`config.mk`:
```
export PLATFORM = sky130hd
export DESIGN_NAME = multi_load_controller
export DESIGN_NICKNAME = d
export VERILOG_FILES = /design/src/rtl/multi_load_controller.sv
export SDC_FILE = /design/constraint.sdc
export NUM_CORES = 1
export LEC_CHECK = 0
export ABC_CLOCK_PERIOD_IN_PS = 2700
export BUFFER_PORTS_ARGS = -buffer_cell sky130_fd_sc_hd__buf_2
export CORE_AREA = 2 2 39 41
export CTS_CLUSTER_DIAMETER = 50
export CTS_CLUSTER_SIZE = 12
export DETAILED_ROUTE_END_ITERATION = 8
export DIE_AREA = 0 0 41 43
export PLACE_DENSITY = 0.6
export SKIP_LAST_GASP = 1
export SLEW_MARGIN = 40
export SYNTH_ARGS = -nofsm -noshare
export SYNTH_HDL_FRONTEND = slang
export SYNTH_SLANG_ARGS = --single-unit
```
`constraint.sdc`:
```
create_clock -name clk -period 2.7 [get_ports clk]
set_input_delay 0.405 -clock clk [delete_from_list [all_inputs] [get_ports clk]]
set_output_delay 0.405 -clock clk [all_outputs]
set_load 0.03 [all_outputs]
```
`src/rtl/multi_load_controller.sv`:
```
// Edge-triggered load sequencer: one loaddata strobe per accepted rising edge, steered via load_sel.
// Define CTRL_SYNC_EN to place a two-flop synchronizer on inputdata_ready.
module multi_load_controller #(
  parameter int unsigned NUM_OPS        = 2,
  parameter int unsigned HOLDOFF_CYCLES = 4,
  localparam int unsigned SelW = (NUM_OPS > 1) ? $clog2(NUM_OPS) : 1,
  localparam int unsigned CntW = $clog2(HOLDOFF_CYCLES + 1)
) (
  input  logic            clk,
  input  logic            reset,
  input  logic            clear,
  input  logic            inputdata_ready,
  output logic            loaddata,
  output logic [SelW-1:0] load_sel,
  output logic            busy,
  output logic            op_done
);

  typedef enum logic [1:0] {StIdle, StLoad, StHold, StDone} state_e;

  localparam logic [SelW-1:0] LastIdx  = SelW'(NUM_OPS - 1);
  localparam logic [CntW-1:0] HoldInit = CntW'(HOLDOFF_CYCLES - 1);

  state_e          state_q, state_d;
  logic [SelW-1:0] idx_q, idx_d;
  logic [CntW-1:0] hcnt_q, hcnt_d;
  logic            rdy_s, rdy_prev_q, rdy_edge;

`ifdef CTRL_SYNC_EN
  logic sync1_q, sync2_q;

  always_ff @(posedge clk or negedge reset) begin
    if (!reset) begin
      sync1_q <= 1'b0;
      sync2_q <= 1'b0;
    end else begin
      sync1_q <= inputdata_ready;
      sync2_q <= sync1_q;
    end
  end

  assign rdy_s = sync2_q;
`else
  assign rdy_s = inputdata_ready;
`endif

  assign rdy_edge = rdy_s & ~rdy_prev_q;

  // rdy_prev tracks in every state, so a level held through HOLD never re-triggers.
  always_ff @(posedge clk or negedge reset) begin
    if (!reset) begin
      state_q    <= StIdle;
      idx_q      <= '0;
      hcnt_q     <= '0;
      rdy_prev_q <= 1'b0;
    end else begin
      state_q    <= state_d;
      idx_q      <= idx_d;
      hcnt_q     <= hcnt_d;
      rdy_prev_q <= rdy_s;
    end
  end

  always_comb begin
    state_d = state_q;
    idx_d   = idx_q;
    hcnt_d  = hcnt_q;
    unique case (state_q)
      StIdle: begin
        if (rdy_edge) state_d = StLoad;
      end
      StLoad: begin
        state_d = StHold;
        hcnt_d  = HoldInit;
      end
      StHold: begin
        if (hcnt_q != '0) begin
          hcnt_d = hcnt_q - CntW'(1);
        end else if (!rdy_s) begin
          if (idx_q == LastIdx) begin
            state_d = StDone;
          end else begin
            idx_d   = idx_q + SelW'(1);
            state_d = StIdle;
          end
        end
      end
      StDone: begin
        // New round goes straight to LOAD without an IDLE cycle.
        if (rdy_edge) begin
          idx_d   = '0;
          state_d = StLoad;
        end
      end
      default: state_d = StIdle;
    endcase
    if (clear) begin
      state_d = StIdle;
      idx_d   = '0;
      hcnt_d  = '0;
    end
  end

  assign loaddata = (state_q == StLoad);
  assign busy     = (state_q == StLoad) || (state_q == StHold);
  assign op_done  = (state_q == StDone);
  assign load_sel = idx_q;

endmodule

```
==> results of run 1 <==
==> layer usage <==
metal | vias up | share of wire (%) | wire length [µm]
met4 | 0 | 2.0 | 14
met2 | 2 | 50 | 349
li1 | 171 | - | -
met3 | 2 | 0.72 | 5
met5 | - | 0 | 0
met1 | 159 | 47 | 330
==> per-stage QoR <==
stage                     setup slack (ps)  hold slack [ps]  instance area (µm²)
after floorplan                       1140              109                  428
after CTS                              969              281                  512
after global placement                1040              241                  475
after detailed placement              1040              240                  475
final                                  988              293                  512
after global routing                   878              278                  512
==> synthesized netlist by cell type (all sizes together) <==
| cell type | count | area share, % |
|---|---|---|
| dfrtp | 7 | 41 |
| nor2 | 7 | 6.1 |
| inv | 6 | 5.3 |
| a21oi | 5 | 6.7 |
| ha | 5 | 15 |
| a211oi | 2 | 3.5 |
| mux2 | 2 | 5.3 |
| nand2b | 2 | 2.9 |
| nor3 | 2 | 3.5 |
| a211o | 1 | 2.0 |
| a22oi | 1 | 1.8 |
| buf | 1 | 1.8 |
| mux2i | 1 | 2.3 |
| nor2b | 1 | 1.5 |
| o31ai | 1 | 1.8 |
==> what timing repair did <==
item | in CTS | in global routing
resized for setup | 0 | 0
hold buffers | 1 | 0
hold endpoints to repair | 7 | 0
==> power by group through the flow <==
stage	Sequential (W)	Clock (W)	Combinational [W]
2_1_floorplan	0.000171	0	0.000239
3_3_place_gp	0.000166	0	0.000301
3_5_place_dp	0.000167	0	0.000304
4_1_cts	0.000165	0.0000955	0.000307
5_1_grt	0.000169	0.000104	0.000351
6_report	0.000166	0.0000889	0.000303
==> state kept, by name (all words and copies together), names as in the netlist <==
register and flops:
hcnt_q 3, state_q 2, rdy_prev_q 1, load_sel 1
==> worst max-delay path, delay by kind of cell (launching register included) <==
kind                       cells  cell delay (ps)
DFF                            1              390
adders and majority gates      1              360
buffers and inverters          3              320
==> worst max path at each step <==
stage                                       from                     end  slack [ps]  cells past startpoint
after CTS                 state_q[0]$_DFFE_PN0P_                    busy         970                      4
after floorplan            hcnt_q[0]$_DFFE_PN0P_  state_q[0]$_DFFE_PN0P_        1140                      7
after detailed placement   hcnt_q[0]$_DFFE_PN0P_  state_q[1]$_DFFE_PN0P_        1040                      7
final                     state_q[0]$_DFFE_PN0P_                    busy         990                      4
after global routing      state_q[0]$_DFFE_PN0P_                    busy         880                      4
after global placement     hcnt_q[0]$_DFFE_PN0P_  state_q[1]$_DFFE_PN0P_        1040                      7
==> cell type report <==
cell class / instances / area (µm²)
fillers: 147 / 872
well taps: 16 / 20.0
repair buffers: 8 / 45.0
inverters: 6 / 22.5
multi-input cells: 30 / 223
clock buffers: 4 / 26.3
flip-flops and latches: 7 / 175
==> kinds of logic after synthesis <==
kind of cell | after synthesis | synth area share (%)
AND/OR/NAND/NOR | 12 | 14.0
AO/OA/AOI/OAI | 10 | 15.8
buffers and inverters | 7 | 7.02
flip-flops | 7 | 40.9
adder cells (fa/ha/maj) | 5 | 14.6
multiplexers | 3 | 7.60
==> flow_results.org, run 1 <==
** STA
- The final critical path takes up 63.4% of the cycle.
- For the pin with the worst max-slew slack, the measured transition is 340 ps.
- The final-report hold violation count is 0.
- Timing would allow up to 584 MHz.
- Setup violations remaining at the end of the flow were counted as 0.
- After routing, the total negative slack on setup checks comes to 0 ps.
- Setup repair after global routing left no endpoint under its margin.
- Between clock sinks in the finished design, the worst skew comes to 0.407 ps.
- Tmin final :: 1710 ps
- Headroom to the max-slew limit came out at 77.3%.
- Number of pins with negative max-slew slack in the final report :: 0

** Detailed routing
- Number of nets with antenna violations after detailed routing :: 0
- For this run, design rule violations remaining after detail routing come to 0.
- Vias :: 334
- For this block, the initial DRC count from the detailed router was 2.
- Total detailed-routing wirelength :: 699 µm
- Number of vias per cell :: 4.70
- Pre-antenna DRT Iters :: 3
- Dividing the detail-routed wire length by the instance count gives 9.85 µm.

** Power and ir drop
- In this run, flip-flops and latches consume 29.7% of the power.
- Switching Share :: 43.7%
- Power Dens Cells :: 1090 mW/mm²
- Overall power consumption after layout is estimated at 0.000557 W.
- Net switching power of the design :: 0.000243 W
- The clock network accounts for 16.0% of the total power.
- Across the VDD grid, the largest voltage drop is 0.403 mV.
- Lkg Pwr :: 0.255 nW
- Cell internal power was estimated by the tool at 0.000314 W.
- Proportion of power drawn by combinational gates :: 54.3%

** Critical path
- Most common cell on crit path :: inv_1
- Depth of the most critical reg-to-reg path :: 7
- Highest cell delay on the worst timing path :: 390 ps
- Along the worst path, the maximum fanout reaches 5.
- For the worst setup path, the data required time is 2300 ps.
- Worst path slowest cell :: dfrtp_1
- Ordered list of cells on the worst path :: inv_1, ha_1, inv_1, buf_2
- Across all register-to-register paths, the minimum setup slack is 1040 ps.
- CP Capture Type :: output port
- Data on the critical path arrives at its endpoint at 1310 ps.
- Setup Crit Path Kind :: flop to output port
- In this run the critical register-to-register path is captured at state_q[0]$_DFFE_PN0P_.
- Element type at the critical path start :: flop
- The worst register-to-register path begins at hcnt_q[0]$_DFFE_PN0P_.

** Clock tree
- Post-CTS repair timing setup buffer count :: 0
- Buffers inserted during clock tree synthesis total 3.
- Clock-pin slew was measured on the worst setup and hold paths at 50 ps.
- Worst-skew pair later-pin latency :: 240 ps
- Maximum buffer depth of the clock tree :: 2
- Sinks on Clock Net :: 7
- Clock tree from TritonCTS :: done
- In this run the number of H-tree levels came out at 1.
- The tree is rooted in a clkbuf_4.

** Worst hold path
- Hold EP :: rdy_prev_q$_DFF_PN0_
- Along the worst hold path, the cell count comes to 1.
- The worst hold path begins at inputdata_ready.
- Worst hold-check path type :: primary input to flop

** Run status
- The run finished with clean final reports.

** Floorplanning
- Initial standard-cell utilization of the core :: 30.9%
- In this run the standard cell core region covers 0.00138 mm².
- During I/O placement, the number of pins put on the boundary was 8.
- The die covers 0.00176 mm².
- From left edge to right edge, the die measures 41 µm.
- The initialized floorplan defines 14 standard-cell rows.
- Chip height :: 43 µm

** Cells and area
- From synthesis to final layout, the design area changed by 19.6%.
- Most frequent cells in the layout :: nor2_1, dfrtp_1, buf_2, inv_1, ha_1
- For this run, the share of the core covered by cells in the final layout is 37.0%.
- Antenna Diode Count :: 0
- Number of nets at the end of the flow :: 65
- The post-route netlist has 21.8% of its cells at a drive strength greater than 1.
- For this run, the number of standard cells in the final layout without fillers is 71.

** Placed design
- Detailed placement ended at an HPWL of 574 µm.
- The congestion estimate from routability-driven global placement came to 0.758.
- Input and output buffers added on the ports amount to 7.
- Number of placed instances, taps included :: 66

** Synth
- Synth Warn # :: 0
- Synthesis produced a netlist with a net count of 53.
- Count of state elements after synthesis :: 7
- In this run the mean area of a mapped cell was 9.73 µm².
- For this run, the register share of the synthesized area comes to 40.9%.
- Distinct cell type count of the synthesized netlist :: 17
- Syn Std Cell Area :: 428 µm²
- In the synthesized netlist, the number of instances is 44.

** Global routing
- The number of antenna violations at the first check in global routing is 0.
- Pin count of the biggest net entering global routing :: 11
- Via count of the first global-routing pass :: 346
- Global-route wire length before repair :: 1300 µm
- The total overflow left after global routing is 0.
- The global routing stage identified its most utilized layer as met2.
- Global routing used 13.7% of the available met1 tracks.
- GR met2 Demand/Resource :: 15.3%
- Met3 track demand over resource in global routing :: 3.14%
- Global routing used 11.6% of the available tracks.

** Job
- The tool flagged a number of max-cap violations equal to 0.
Note: power is estimated with default switching activity, not from simulation.
==> run 2, diff against run 1 <==
- ABC_CLOCK_PERIOD_IN_PS: 2700 -> 1700
- clock period: 2.7 -> 1.7 ns (I/O delays scaled with it)
==> run 2 against run 1 <==
Net effect:
- clock skew is essentially flat
- critical endpoint is now state_q[1]$_DFFE_PN0P_
- clock power is 59% higher
- first-iteration DRC count rose by 100%
- non-clock buffer count is 2 higher
- largest cell class unchanged
- final cell count grew 2.8%
- power rose by 68%
- sequential power rose by 59%
- global-route usage is 1.3 points higher
- core utilization is 1.3 points higher
- worst setup slack got worse by 860 ps
==> flow_results.org, run 2 (same netlist as run 1, synthesis figures left out) <==
** Clock tree
- The later pin in the worst-skew pair is clocked with a latency of 240 ps.
- TritonCTS built the clock tree.
- After clock tree synthesis, the clock-pin slew on the worst setup and hold paths is 50 ps.
- Sinks on Clock Net :: 7
- Maximum buffer depth of the clock tree :: 2
- H-tree level count :: 1
- Clock root cell :: clkbuf_4
- CTS Buf Count :: 3

** Global routing
- After global routing the overflow that remains totals 0.
- The via count of the first global-routing pass was 339.
- Global-route wire length before repair :: 1440 µm
- Total routing usage reported by global routing :: 12.9%
- Pin count of the biggest net entering global routing :: 11
- Number of antenna violations at the first check in global routing :: 0

** STA
- Final setup violation count :: 0
- The routed design could run at a clock period as short as 1570 ps.
- Share of the clock period used by the worst path :: 92.6%
- RSZ-0062 raised after global routing :: true
- Final setup TNS :: 0 ps
- For this run, the top clock speed supported by timing is 635 MHz.
- Normalized max-slew margin :: 85.5%
- Clock tree skew after final layout :: 0.446 ps
- Actual slew at the worst max-slew pin :: 216 ps
- Final hold vios :: 0
- Number of pins with negative max-slew slack in the final report :: 0
- On the final layout, the worst hold slack is 149 ps.

** Power and ir drop
- Dividing total power by cell area gives a power density of 1770 mW/mm².
- Worst-case vdd ir drop :: 0.761 mV
- For this design the static power due to leakage is 0.263 nW.
- The completed layout was analyzed and its total power is 0.000939 W.

** Worst hold path
- The tightest min-delay check is of the primary input to flop type.
- Count of cells along the worst hold path :: 1

** Cells and area
- The sequential cells in the finished layout cover a total of 175 µm².
- Of the cells placed in the final design, the portion with a size suffix greater than 1 is 26.3%.
- The filler cells instantiated in the layout total 147.
- The register with the most flip-flops in the layout has 3 of them.
- Synthesis-to-layout area growth :: 23.7%
- Biggest register :: hcnt_q
- Area of combinational cells with multiple inputs :: 225 µm²
- Number of nets at the end of the flow :: 67
- 0 antenna diodes ended up in the layout.
- Most frequent cells in the layout :: nor2_1, dfrtp_1, buf_2, inv_1
- Registers with the most flip-flops :: hcnt_q: 3 flops, state_q: 2 flops

** Critical path
- Traced cell by cell, the critical path runs through inv_1, ha_1, ha_1, nand2b_1, nor2_1, nor3_2, mux2_1.
- The number of cells on the worst reg-to-reg path is 7.
- Element type at the critical path start :: flop
- Most common cell on crit path :: ha_1
- STA puts the critical path data required time at 1820 ps.
- Data on the critical path arrives at its endpoint at 1700 ps.
- Highest cell delay on the worst timing path :: 360 ps
- CP Capture Type :: flop
- Worst-path maximum fanout :: 3
- Worst path slowest cell :: dfrtp_1
- Setup Crit Path Kind :: flop to flop

** Placed design
- Port Buf Inserts :: 7
- At the end of routability-driven placement, the weighted congestion stood at 0.811.
- Detailed placement finished with a half-perimeter wire length of 580 µm.

** Floorplanning
- After floorplanning, the core was sized to cover 0.00138 mm².
- For this configuration, the core starts out at a cell density of 30.9%.
- Chip height :: 43 µm
- The floorplan step defined a die boundary enclosing 0.00176 mm².
- FP Rows :: 14
- Ports placed on the boundary :: 8
- Measured along the x axis, the die boundary spans 41 µm.

** Detailed routing
- Number of nets with antenna violations after detailed routing :: 0
- In the routed layout, each cell is associated on average with a via count of 4.63.
- Dividing the detail-routed wire length by the instance count gives 10.5 µm.
- The first routing iteration left 4 violations.
- Total detailed-routing wirelength :: 770 µm
- Pre-antenna DRT Iters :: 4
- For this run, design rule violations remaining after detail routing come to 0.
- The routed layout has 338 vias.

** Job
- Number of maximum-capacitance violations :: 0

** Run status
- Result of the run :: finished, final reports clean
[run 2: metal layers]
metal  track usage [%]  up-vias  share of wire [%]
met5                 0        -                  0
met4              12.0        0                1.8
met3              3.14        2               0.52
met2              17.2        2                 55
met1              16.0      159                 42
li1                  -      175                  -
[run 2: critical path, delay by kind of cell, from the launching register on]
kind / cells / cell delay [ps]
flip-flops: 1 / 360
adder cells (fa/ha/maj): 2 / 380
buffers and inverters: 1 / 50
AND/OR/NAND/NOR: 3 / 310
multiplexers: 1 / 350
[run 2: metrics by stage]
| stage | setup WS (ps) | instances | area, µm² | utilization, % |
|---|---|---|---|---|
| 2_1_floorplan | 138 | 44 | 428 | - |
| 6_report | 126 | 73 | 529 | 38.2 |
| 3_3_place_gp | 98.2 | 67 | 483 | 34.9 |
| 5_1_grt | -13.9 | 73 | 529 | 38.2 |
| 4_1_cts | 67.4 | 72 | 519 | 37.5 |
| 3_5_place_dp | 73.4 | 67 | 483 | 34.9 |
[run 2: layout make-up]
class / instances / share of cell area, %
repair buffers: 10 / 11.3
multi-input cells: 30 / 42.6
flip-flops and latches: 7 / 33.1
inverters: 6 / 4.26
clock buffers: 4 / 4.96
well taps: 16 / 3.78
[run 2: power by group]
| group | switching, W | internal (W) | leakage, nW |
|---|---|---|---|
| registers | 0.0000435 | 0.000220 | 0.0913 |
| clock network | 0.0000522 | 0.0000890 | 0.0150 |
| logic | 0.000304 | 0.000231 | 0.157 |
[run 2: worst paths after layout]
kind | startpoint | to | slack, ps
setup reg to reg | hcnt_q[0]$_DFFE_PN0P_ | state_q[1]$_DFFE_PN0P_ | 130
min in group asynchronous | reset | state_q[0]$_DFFE_PN0P_ | 400
hold reg to reg | hcnt_q[0]$_DFFE_PN0P_ | hcnt_q[0]$_DFFE_PN0P_ | 480
hold / removal | inputdata_ready | rdy_prev_q$_DFF_PN0_ | 150
setup / recovery | hcnt_q[0]$_DFFE_PN0P_ | state_q[1]$_DFFE_PN0P_ | 130
max in group asynchronous | reset | load_sel$_DFFE_PN0P_ | 1160
[run 2: timing repair]
item	CTS	global route
endpoints found under the hold margin	7	0
hold buffers	1	0
setup endpoints to repair	0	4
setup buffers	0	1
gates resized for setup	0	1
